File: src/rtl/mips_top_core.sv
// Three-stage (IF/ID/EX) PC-only MIPS pipeline with one external interrupt and a
// four-instruction handler at 0x80-0x83; LED shows EPC, retire count or interrupt count.
module mips_top_core (
    input  logic       CCLK,
    input  logic       BTNN,
    input  logic [3:0] SW,
    input  logic       BTNW,
    input  logic       BTNE,
    input  logic       BTNS,
    input  logic       ROTA,
    input  logic       ROTB,
    input  logic       ROTCTR,
    output logic [7:0] LED,
    output logic       LCDE,
    output logic       LCDRS,
    output logic       LCDRW,
    output logic [3:0] LCDDAT
);
    localparam logic [7:0] PC_HANDLER = 8'h80;
    localparam logic [7:0] PC_ERET    = 8'h83;

    typedef enum logic {MODE_USER = 1'b0, MODE_IRQ = 1'b1} mode_e;
    mode_e mode_q, mode_d;

    logic [7:0]  pc_q, pc_d;
    logic        vld_p0_q, vld_p1_q, vld_p2_q;
    logic        vld_p0_d, vld_p1_d;
    logic [7:0]  pc_p0_q, pc_p1_q, pc_p2_q;
    logic        ie_q, ie_d;
    logic        pend_q, pend_d;
    logic [2:0]  sync_q;
    logic [6:0]  epc_q, epc_d;
    logic [7:0]  icount_q, icount_d;
    logic [15:0] rmain_q, rmain_d;
    logic        btnw_rise, take_irq, do_eret, retire_user, exec_handler;

    // Instruction effects commit on the edge the ID instruction is latched into EX,
    // so the EX register records the instruction that has just executed.
    logic unused_sink;
    assign unused_sink = ^{BTNE, BTNS, ROTA, ROTB, ROTCTR, SW[3:2], rmain_q[15:8],
                           vld_p2_q, pc_p2_q};

    assign btnw_rise = sync_q[1] & ~sync_q[2];

    always_ff @(posedge CCLK or negedge BTNN) begin
        if (!BTNN) begin
            mode_q <= MODE_USER;
        end else begin
            mode_q <= mode_d;
        end
    end

    always_comb begin
        mode_d = mode_q;
        if (mode_q == MODE_USER) begin
            if (take_irq) mode_d = MODE_IRQ;
        end else begin
            if (do_eret) mode_d = MODE_USER;
        end
    end

    always_comb begin
        take_irq = 1'b0;
        do_eret  = 1'b0;
        if (mode_q == MODE_USER) begin
            take_irq = vld_p1_q & pend_q & ie_q & ~pc_p1_q[7];
        end else begin
            do_eret  = vld_p1_q & (pc_p1_q == PC_ERET);
        end
    end

    always_comb begin
        retire_user  = vld_p1_q & ~pc_p1_q[7];
        exec_handler = vld_p1_q & (pc_p1_q == PC_HANDLER);
        rmain_d      = rmain_q + {15'd0, retire_user};
        icount_d     = icount_q + {7'd0, exec_handler};
        pend_d       = take_irq ? 1'b0 : (pend_q | btnw_rise);
        ie_d         = ie_q;
        epc_d        = epc_q;
        vld_p0_d     = 1'b1;
        vld_p1_d     = vld_p0_q;
        // User PC wraps inside 0x00-0x7F; handler PC simply counts upward.
        pc_d         = pc_q[7] ? (pc_q + 8'd1) : {1'b0, pc_q[6:0] + 7'd1};
        if (take_irq) begin
            ie_d     = 1'b0;
            epc_d    = pc_p1_q[6:0] + 7'd1;
            pc_d     = PC_HANDLER;
            vld_p0_d = 1'b0;
            vld_p1_d = 1'b0;
        end else if (do_eret) begin
            ie_d     = 1'b1;
            pc_d     = {1'b0, epc_q};
            vld_p0_d = 1'b0;
            vld_p1_d = 1'b0;
        end
    end

    always_ff @(posedge CCLK or negedge BTNN) begin
        if (!BTNN) begin
            sync_q   <= 3'b000;
            pc_q     <= 8'h00;
            vld_p0_q <= 1'b0;
            vld_p1_q <= 1'b0;
            vld_p2_q <= 1'b0;
            pc_p0_q  <= 8'h00;
            pc_p1_q  <= 8'h00;
            pc_p2_q  <= 8'h00;
            ie_q     <= 1'b1;
            pend_q   <= 1'b0;
            epc_q    <= 7'd0;
            icount_q <= 8'd0;
            rmain_q  <= 16'd0;
        end else begin
            sync_q   <= {sync_q[1], sync_q[0], BTNW};
            pc_q     <= pc_d;
            vld_p0_q <= vld_p0_d;
            pc_p0_q  <= pc_q;
            vld_p1_q <= vld_p1_d;
            pc_p1_q  <= pc_p0_q;
            vld_p2_q <= vld_p1_q;
            pc_p2_q  <= pc_p1_q;
            ie_q     <= ie_d;
            pend_q   <= pend_d;
            epc_q    <= epc_d;
            icount_q <= icount_d;
            rmain_q  <= rmain_d;
        end
    end

    always_comb begin
        if (SW[1]) begin
            LED = {1'b0, epc_q};
        end else if (SW[0]) begin
            LED = rmain_q[7:0];
        end else begin
            LED = icount_q;
        end
    end

    assign LCDE   = 1'b0;
    assign LCDRS  = 1'b0;
    assign LCDRW  = 1'b0;
    assign LCDDAT = 4'h0;
endmodule

File: config.mk
export PLATFORM = sky130hd
export DESIGN_NAME = mips_top_core
export DESIGN_NICKNAME = d
export VERILOG_FILES = /design/src/rtl/mips_top_core.sv
export SDC_FILE = /design/constraint.sdc
export NUM_CORES = 1
export LEC_CHECK = 0
export BUFFER_PORTS_ARGS = -buffer_cell sky130_fd_sc_hd__buf_2
export CORE_UTILIZATION = 55
export CTS_CLUSTER_SIZE = 30
export DETAILED_ROUTE_END_ITERATION = 10
export GPL_TIMING_DRIVEN = 0
export PLACE_DENSITY = 0.76
export SETUP_SLACK_MARGIN = 0.15
export SLEW_MARGIN = 20
export SYNTH_ARGS = -nofsm -noshare
export SYNTH_HDL_FRONTEND = slang
export SYNTH_SLANG_ARGS = --single-unit
File: constraint.sdc
create_clock -name CCLK -period 5.09 [get_ports CCLK]
set_input_delay 0.509 -clock CCLK [delete_from_list [all_inputs] [get_ports CCLK]]
set_output_delay 0.509 -clock CCLK [all_outputs]
set_load 0.05 [all_outputs]
; Yosys cells after proc, flatten, opt, wreduce, memory -nomap -nowiden
; Index checks and enable logic that the tools add are counted.
[totals]
memories = 0
ramBits = 0
ff_bits = 63
in_bits = 12
mem_bits_ro = 0
latch_bits = 0
elab_cells = 46
[op_classes]
n_mul = 0
order_cmp = 0
add_sub_neg = 5
n_shift = 0
n_reduce_logical = 1
eq_ne = 2
mux = 16
bitwise = 10
div = 0
[ops]
columns = cell, n
row1 = two-way mux 8 bit, 5
row2 = adder 16 x 1 -> 16 bit, 1
row3 = "== test 8 bit, second input constant", 2
row4 = "adder 7 x 1 -> 7 bit, second input constant", 2
row5 = two-way mux 1 bit, 11
row6 = adder 8 x 1 -> 8 bit, 1
row7 = "adder 8 x 1 -> 8 bit, second input constant", 1
row8 = AND 1 bit, 7
row9 = inverter 1 bit, 2
row10 = nonzero test 2 bit, 1
row11 = OR 1 bit, 1

; Logic depth before layout (Yosys ltp)
; Gate-level depths: netlist (run 1).
[depth]
word_depth = 6
mapped_depth = 8
ltp_nobuf = 8

; Worst setup path before layout (run 1)
; Ideal clock, no wire load.
[synth_path]
path_kind = input to output
startpoint = input port SW[0]
endpoint = output port LED[0]
arrival_ns = 1.903
path_buffers = 1
slack_ns = 2.678
path_stages = 3
cell_sequence = buf_2 mux2i_1 o21ai_0
[synth_between]
elab_chain_len = 2
[synth_rtl]
columns = item, line_no
row1 = start: declaration, 6  ; input logic [3:0] SW,
row2 = two-way mux 8 bit, 133  ; end else if (SW[0]) begin
row3 = two-way mux 8 bit, 131  ; if (SW[1]) begin
row4 = end: declaration, 13  ; output logic [7:0] LED,
; Every way passes these cells.

; Final worst setup path (run 1)
[layout_path]
startpoint = input port SW[1]
endpoint = output port LED[0]
[layout_between]
elab_chain_len = 1
[layout_rtl]
columns = item, line_no
row1 = two-way mux 8 bit, 131
; Every way passes these cells.

==> results of run 1 <==
## power by group
part,internal [mW],switching (mW)
combinational,0.0102,0.0327
sequential,0.438,0.000412
clock,0.0968,0.132
total,0.545,0.165
## through the flow
step           hold WS, ns  cell area, sq um  utilization (%)
3_3_place_gp        0.3331              2481            61.15
5_1_grt             0.2415              2582            63.64
3_5_place_dp        0.3347              2501            61.64
2_1_floorplan       0.2134              2364                -
4_1_cts             0.2146              2582            63.64
6_report            0.1985              2582            63.64
## layer usage
metal / GRT usage, % / vias to the layer above / wire (um)
met2: 34.13 / 24 / 1938
met3: 6.250 / 5 / 158
met5: 0 / - / 0
met4: 6.383 / 0 / 44
met1: 27.91 / 698 / 1869
li1: - / 677 / -
## synthesized netlist by cell type
master | n | area share [%]
and4_1 | 3 | 1.1
nor3_4 | 1 | 0.70
dfstp_2 | 1 | 1.1
and4bb_4 | 1 | 0.70
clkbuf_1 | 1 | 0.16
inv_1 | 5 | 0.80
nor2_1 | 16 | 2.6
nand2_1 | 11 | 1.8
a31oi_1 | 1 | 0.27
mux2_2 | 2 | 0.96
conb_1 | 1 | 0.16
a21oi_1 | 6 | 1.3
nand4_4 | 1 | 0.91
and2_1 | 1 | 0.27
dfrtp_1 | 54 | 58
mux2i_1 | 9 | 3.8
xnor2_1 | 14 | 5.2
nand3_1 | 9 | 1.9
or2_2 | 1 | 0.27
nand4_1 | 2 | 0.53
nor2b_2 | 1 | 0.37
and3_1 | 5 | 1.3
a31o_1 | 1 | 0.37
a211oi_2 | 6 | 3.2
buf_2 | 3 | 0.64
xor2_1 | 8 | 3.0
nor2b_1 | 1 | 0.27
buf_6 | 1 | 0.48
buf_4 | 8 | 2.6
ha_1 | 7 | 3.7
o21ai_0 | 8 | 1.7
## final cells by class
cell class	count	area (sq um)	area share, %
multi-input cells	122	877.1	33.96
plain buffers	13	90.09	3.488
clock buffers	7	76.32	2.955
inverters	5	18.77	0.7267
repair buffers	12	75.07	2.907
well taps	50	62.56	2.422
flip-flops and latches	55	1378	53.34
clock inverters	1	5.005	0.1938
## worst paths after layout
| path | startpoint | end | slack (ns) |
|---|---|---|---|
| max in group asynchronous | BTNN | pc_p1_q[3] | 4.33 |
| max reg2reg | pc_p1_q[6] | icount_q[6] | 3.19 |
| max | SW[1] | LED[0] | 3.07 |
| min | BTNN | rmain_q[7] | 0.20 |
| min reg2reg | pc_p0_q[6] | pc_p1_q[6] | 0.35 |
| min in group CCLK | BTNW | sync_q[0] | 0.31 |
## sequential cells by signal, indices dropped and copies added, names as in the netlist, 3 cells and up
register,flops
icount_q,8
epc_q,7
pc_p0_q,8
pc_p1_q,8
pc_q,8
sync_q,3
rmain_q,8
## cells by family after synthesis
logic type,synth area share [%]
AO/OA/AOI/OAI,6.842
multiplexers,4.810
buffers and inverters,4.650
flip-flops,58.85
adder cells (fa/ha/maj),3.741
other,0.1602
XOR/XNOR,8.231
AND/OR/NAND/NOR,12.72
==> metrics, run 1 <==
outcome finished, final reports clean; Worst-Margin Slew 0.6104 ns; FF+latch count, synth 55; sequential area share after synthesis 58.85%; Final period util 39.69%; Most Frequent Cell on Critical Path buf_2; layout net count 233; Vias 1,404; placed cells 257; DPL Wire Length 2.958 mm; area grow syn2layout 10.32%; crit end category primary output; Power Density 274.8 nW/um^2; Max Clock Skew 0.005524 ns; Synth Instances 189; max-cap violations 0; Post-DRT Antenna Nets 0; crit-path max FO 10; worst slack at placement 3.107 ns; Crit. path cell count 5; fin cells 265; row count 23; GRT overflow 0; RSZ-0062 raised after global routing false; clk_lat worst skew 0.31 ns; CP Class in2out; DR pass1 iterations 4; CP bufs+invs 3; drt initial violations 37; Critical Path AT 1.51 ns; hold buffers post-CTS 0; root cell of the clock tree clkbuf_8; yosys warns 0; Slowest-stage cell, CP clkbuf_1; largest net degree at the start of global routing 30; CP max stage delay 0.37 ns; FMAX 495.0 MHz; die width 67.24 um; share of layout cells above drive strength 1 20.47%; Hold Vio Cnt, Final 0; CTS clk-pin slew, worst paths 0.09 ns; Worst Setup Slack, final 3.070 ns; vias in the first global route 1,454; peak supply drop 0.1686 mV; Total GRT Usage 21.28%; Synth Area per Inst 12.39 sq um; die height 67.24 um; IO Pins 27; CTS Buf Count 5; Vias per Instance 5.298; Slew Viols, Final 0; Worst setup SP type primary input; setup repair bufs after CTS 0; FILL cells 320; CP Cell Sequence buf_2, clkbuf_1, nand2_1, o21ai_0, buf_2; Starting Density 57.69%; Sink Count 55; first-pass GRT wire length 6.837 mm; antenna violations before repair 0; CTS HTree Levels 2; most frequent cells in the layout dfrtp_1 (54), nor2_1 (16), xnor2_1 (14), buf_2 (14), nand2_1 (11); number of port buffers 11; antenna cells 0; setup violators final 0; DRC 0; Routed WL 4.010 mm; post-synthesis cell type count 31; delay-heaviest family, CP buffers and inverters; Crit path required time 4.58 ns; final setup TNS 0 ns; commonest non-fill, non-tap cell in the layout dfrtp_1; total power 0.7096 mW; synthesized area 2341 sq um; r2r worst-path depth 7; Core Box Area 4058 sq um; DIE AREA 4521 sq um; relative slew slack 59.30%; Post-CTS Resized 0; Wirelength per Cell 15.13 um; Period minus WS final 2.020 ns; global placement routability congestion 0.8029; Min-Delay Path Class in2async; CTS tree yes; Longest Clk Path Bufs 2; Lkg Pwr 1.256 nW
No activity file was read; power rests on OpenSTA's default activity.
==> run 2: changes to the inputs <==
--- a/config.mk
+++ b/config.mk
@@ -6,11 +6,11 @@
 export NUM_CORES = 1
 export LEC_CHECK = 0
 export BUFFER_PORTS_ARGS = -buffer_cell sky130_fd_sc_hd__buf_2
-export CORE_UTILIZATION = 55
+export CORE_UTILIZATION = 51
 export CTS_CLUSTER_SIZE = 30
 export DETAILED_ROUTE_END_ITERATION = 10
 export GPL_TIMING_DRIVEN = 0
-export PLACE_DENSITY = 0.76
+export PLACE_DENSITY = 0.74
 export SETUP_SLACK_MARGIN = 0.15
 export SLEW_MARGIN = 20
 export SYNTH_ARGS = -nofsm -noshare
==> constraint.sdc (replaced) <==
create_clock -name CCLK -period 1.7 [get_ports CCLK]
set_input_delay 0.17 -clock CCLK [delete_from_list [all_inputs] [get_ports CCLK]]
set_output_delay 0.17 -clock CCLK [all_outputs]
set_load 0.05 [all_outputs]
==> run 2 against run 1 <==
  * Register-to-register slack worse by 3.2 ns
  * Clock power rose to 3.8 times the previous value
  * Die area up 7.6%
  * Flip-flop and latch count unchanged
  * Largest cell class unchanged
  * Critical endpoint is now icount_q[6]
  * Highest routed layer unchanged
==> metrics, run 2 (synthesis gave the netlist of run 1 again) <==
outcome finished, final reports clean; area grow syn2layout 20.15%; IO Pins 27; Worst setup SP type flip-flop; first-pass GRT wire length 6.975 mm; Worst-Margin Slew 0.6691 ns; vias in the first global route 1,423; DR pass1 iterations 4; row count 24; Lkg Pwr 1.347 nW; DRC 0; CP Cell Sequence and4bb_4, and3_4, ha_4, ha_4, and3_4, nand3_2, xnor2_1; antenna cells 0; setup violators final 0; CP Class reg2reg; CP max stage delay 0.40 ns; share of layout cells above drive strength 1 30.13%; Routed WL 4.311 mm; Starting Density 53.40%; Post-DRT Antenna Nets 0; Worst Setup Slack, final 0.002892 ns; Max Clock Skew 0.005413 ns; Min-Delay Path Class reg2reg; fin cells 281; max-cap violations 0; delay-heaviest family, CP simple AND/OR/NAND/NOR gates; Wirelength per Cell 15.34 um; CP bufs+invs 0; GRT overflow 0; Slowest-stage cell, CP dfrtp_1; worst setup path start pc_p1_q[6]; crit-path max FO 3; number of port buffers 11; relative slew slack 55.39%; layer with the highest usage met2; Total GRT Usage 19.08%; drt initial violations 107; crit end category flip-flop; peak supply drop 0.5507 mV; grt met2 use 31.82%; RSZ-0062 raised after global routing true; worst slack at placement -0.07496 ns; Hold Vio Cnt, Final 0; CTS HTree Levels 2; Final period util 99.83%; Sink Count 55; root cell of the clock tree clkbuf_8; Vias per Instance 5.253; FMAX 589.2 MHz; hold_sp pc_p0_q[1]; Slew Viols, Final 0; global-route met1 utilization 24.51%; DPL Wire Length 2.828 mm; final setup TNS 0 ns; die width 69.75 um; clk_lat worst skew 0.31 ns; Worst R2R Start pc_p1_q[6]; layout net count 247; CTS tree yes; Crit path required time 1.90 ns; DIE AREA 4865 sq um; Vias 1,476; Period minus WS final 1.697 ns; global routing usage on met3 4.506%; global placement routability congestion 0.7988; commonest non-fill, non-tap cell in the layout dfrtp_1; CTS Buf Count 5; largest net degree at the start of global routing 56; CTS clk-pin slew, worst paths 0.09 ns; Critical Path AT 1.90 ns; Longest Clk Path Bufs 2; antenna violations before repair 0; die height 69.75 um; most frequent cells in the layout dfrtp_1 (53), buf_4 (20), xnor2_1 (14), nor2_1 (14), buf_2 (13); hold slack 0.3528 ns; Core Box Area 4384 sq um; Power Density 824.4 nW/um^2; placed cells 258
run 2: cell types whose count changed in the layout (fill, tap and decap cells not counted), moves of 4 or more:
cell	delta
o21ai_1	+7
o21ai_0	-7
ha_1	-4
buf_4	+12
run 2: where the power goes:
| group | switching [mW] | leakage, nW | internal [mW] |
|---|---|---|---|
| Sequential | 0.00149 | 0.671 | 1.31 |
| Combinational | 0.0978 | 0.615 | 0.0301 |
| Clock | 0.402 | 0.0612 | 0.477 |
run 2: metal layers:
metal	vias to the layer above	share of wire (%)
li1	707	-
met3	4	4.1
met4	0	0.95
met1	731	43
met5	-	0
met2	34	52
run 2: worst reg2reg max path, cell delays in order (launching register included):
cell and delay (ns):
dfrtp_1 0.40, and4bb_4 0.34, and3_4 0.19, ha_4 0.14
ha_4 0.12, and3_4 0.19, nand3_2 0.08, xnor2_1 0.13
run 2: repair_timing:
action,CTS,global route
setup buffers,5,7
hold buffers,2,0
resized for setup,2,8
setup endpoints to repair,5,13
pin swaps,3,6
gates cloned,0,1
hold endpoints to repair,55,0
run 2: area by class of cell:
type / count / area [sq um]
tap: 52 / 65.06
clock inverter: 2 / 35.03
timing repair buffer: 26 / 196.4
inverter: 5 / 18.77
fill: 347 / 1572
clock buffer: 6 / 82.58
buffer: 13 / 93.84
multi-input combinational: 122 / 942.2
sequential: 55 / 1379
run 2: path summary, 6_finish.rpt:
check / to / slack [ns] / cells past startpoint
max: icount_q[6] / 0.003 / 7
min: pc_p1_q[1] / 0.35 / 0
max reg2reg: icount_q[6] / 0.003 / 7
min reg2reg: pc_p1_q[1] / 0.35 / 0
max in group asynchronous: pc_p1_q[2] / 0.78 / 2
min in group asynchronous: rmain_q[3] / 0.43 / 2
run 2: through the flow:
step                util [%]  total power, mW  cell area (sq um)
floorplan                  -            1.424               2399
global placement       57.45            1.462               2519
detailed placement     57.51            1.464               2521
CTS                    61.73            2.348               2706
global route           64.16            2.409               2813
finish                 64.16            2.319               2813
==> run 3: changes to the inputs <==
--- a/config.mk
+++ b/config.mk
@@ -6,11 +6,12 @@
 export NUM_CORES = 1
 export LEC_CHECK = 0
 export BUFFER_PORTS_ARGS = -buffer_cell sky130_fd_sc_hd__buf_2
-export CORE_UTILIZATION = 51
+export CORE_UTILIZATION = 54
+export CTS_BUF_LIST = sky130_fd_sc_hd__clkbuf_2
 export CTS_CLUSTER_SIZE = 30
 export DETAILED_ROUTE_END_ITERATION = 10
 export GPL_TIMING_DRIVEN = 0
-export PLACE_DENSITY = 0.74
+export PLACE_DENSITY = 0.78
 export SETUP_SLACK_MARGIN = 0.15
 export SLEW_MARGIN = 20
 export SYNTH_ARGS = -nofsm -noshare
==> run 3 against run 2 <==
  * Total power fell by 3.6%
  * Largest power group unchanged
  * Die area shrank 5.4%
  * The flow now finishes with violations (setup timing)
  * Fmax is 2.4% lower
  * Routed wire length rose by 9.0%
  * Sequential power about the same
  * Non-clock buffer count rose by 13
  * Global-route usage up 2.8 points
  * Critical path type unchanged
  * Clock power decreased by 11%
  * Worst hold slack lost 0.077 ns
  * Largest cell class unchanged
  * Clock skew increased by 0.0098 ns
==> metrics, run 3 (synthesis gave the netlist of run 1 again) <==
Lkg Pwr 1.429 nW; RSZ-0062 raised after global routing true; Total GRT Usage 21.87%; CTS clk-pin slew, worst paths 0.25 ns; Vias per Instance 5.339; die width 67.84 um; Period minus WS final 1.738 ns; max-cap violations 0; setup violators final 2; CTS tree yes; DR pass1 iterations 4; failing checks setup timing; number of port buffers 11; root cell of the clock tree clkbuf_2; Sink Count 55; area grow syn2layout 27.95%; Power Density 746.4 nW/um^2; DRC 0; fin util 73.30%; Final period util 102.3%; DIE AREA 4602 sq um; FILL cells 253; DPL Wire Length 2.835 mm; global placement routability congestion 0.7789; Starting Density 57.29%; fin cells 292; row count 23; Wirelength per Cell 16.09 um; Worst setup SP type flip-flop; Critical Path AT 2.09 ns; first-pass GRT wire length 7.003 mm; FMAX 575.3 MHz; Post-DRT Antenna Nets 0; peak supply drop 0.5920 mV; CTS Buf Count 5; antenna cells 0; die height 67.84 um; CTS HTree Levels 2; IO Pins 27; crit end category flip-flop; Vias 1,559; clk_lat worst skew 0.43 ns; GRT overflow 0; Slew Viols, Final 0; largest net degree at the start of global routing 56; Worst-Margin Slew 0.6544 ns; Routed WL 4.698 mm; share of layout cells above drive strength 1 39.67%; drt initial violations 67; placed cells 256; crit-path max FO 3; Worst Setup Slack, final -0.03831 ns; relative slew slack 56.38%; most frequent cells in the layout dfrtp_1 (48), buf_4 (33), xnor2_1 (14); vias in the first global route 1,436; Hold Vio Cnt, Final 0; Max Clock Skew 0.01519 ns; CP Class reg2reg; outcome complete, but fails checks; commonest non-fill, non-tap cell in the layout dfrtp_1; Crit path required time 2.06 ns; Min-Delay Path Class in2async; Core Box Area 4086 sq um; Longest Clk Path Bufs 2; layout net count 260; antenna violations before repair 0
-- run 3: metrics by stage --
step	instance area, sq um	setup slack [ns]	TNS (ns)	hold WS (ns)	power [mW]
2_1_floorplan	2399	0.005111	0	-0.1256	1.424
3_3_place_gp	2516	-0.08641	-0.1317	0.2791	1.462
3_5_place_dp	2519	-0.09193	-0.1440	0.2466	1.464
4_1_cts	2721	-0.07789	-0.1288	0.2733	2.250
5_1_grt	2995	-0.09693	-0.2446	0.3180	2.329
6_report	2995	-0.03831	-0.07109	0.2755	2.236
-- run 3: worst paths after layout --
check / start / endpoint / slack, ns / cells after the start
min in group CCLK: BTNW / sync_q[0] / 0.36 / 2
worst min-delay path: BTNN / pc_p1_q[3] / 0.28 / 2
worst min register to register: pc_p0_q[7] / pc_p1_q[7] / 0.38 / 0
worst max register to register: pc_p1_q[6] / icount_q[6] / -0.04 / 7
max in group asynchronous: BTNN / pc_p1_q[4] / 0.96 / 2
worst max-delay path: pc_p1_q[6] / icount_q[6] / -0.04 / 7
-- run 3: final cells by class --
type | instances | area (sq um) | share of cell area [%]
Sequential cell | 55 | 1385 | 46.24
Timing Repair Buffer | 39 | 334.1 | 11.15
Buffer | 13 | 113.9 | 3.801
Tap cell | 50 | 62.56 | 2.089
Clock inverter | 2 | 60.06 | 2.005
Clock buffer | 6 | 30.03 | 1.003
Inverter | 5 | 18.77 | 0.6266
Multi-Input combinational cell | 122 | 991.0 | 33.08
-- run 3: power breakdown --
group / internal [mW] / switching (mW)
clock network: 0.402 / 0.380
logic: 0.0370 / 0.101
registers: 1.31 / 0.00118
total: 1.75 / 0.482
-- run 3: repair_timing --
item | CTS | global route
setup buffers | 8 | 17
cloned | 0 | 1
hold endpoints to repair | 55 | 0
setup endpoints to repair | 11 | 19
resized for setup | 12 | 37
hold buffers | 2 | 0
pin swaps | 2 | 18
-- run 3: layer usage --
layer | GRT usage (%) | part of all wire (%) | vias to the layer above
li1 | - | - | 730
met1 | 31.46 | 43 | 785
met2 | 32.43 | 51 | 38
met3 | 5.167 | 4.5 | 6
met4 | 8.073 | 1.2 | 0
met5 | 0 | 0 | -
-- run 3: worst max-delay path, cell delays in order, from the launching register on --
cell and delay [ns]:
dfrtp_1 0.47, and4bb_4 0.35, and3_4 0.20, ha_4 0.15, ha_4 0.12, and3_4 0.19, nand3_2 0.07, xnor2_1 0.12
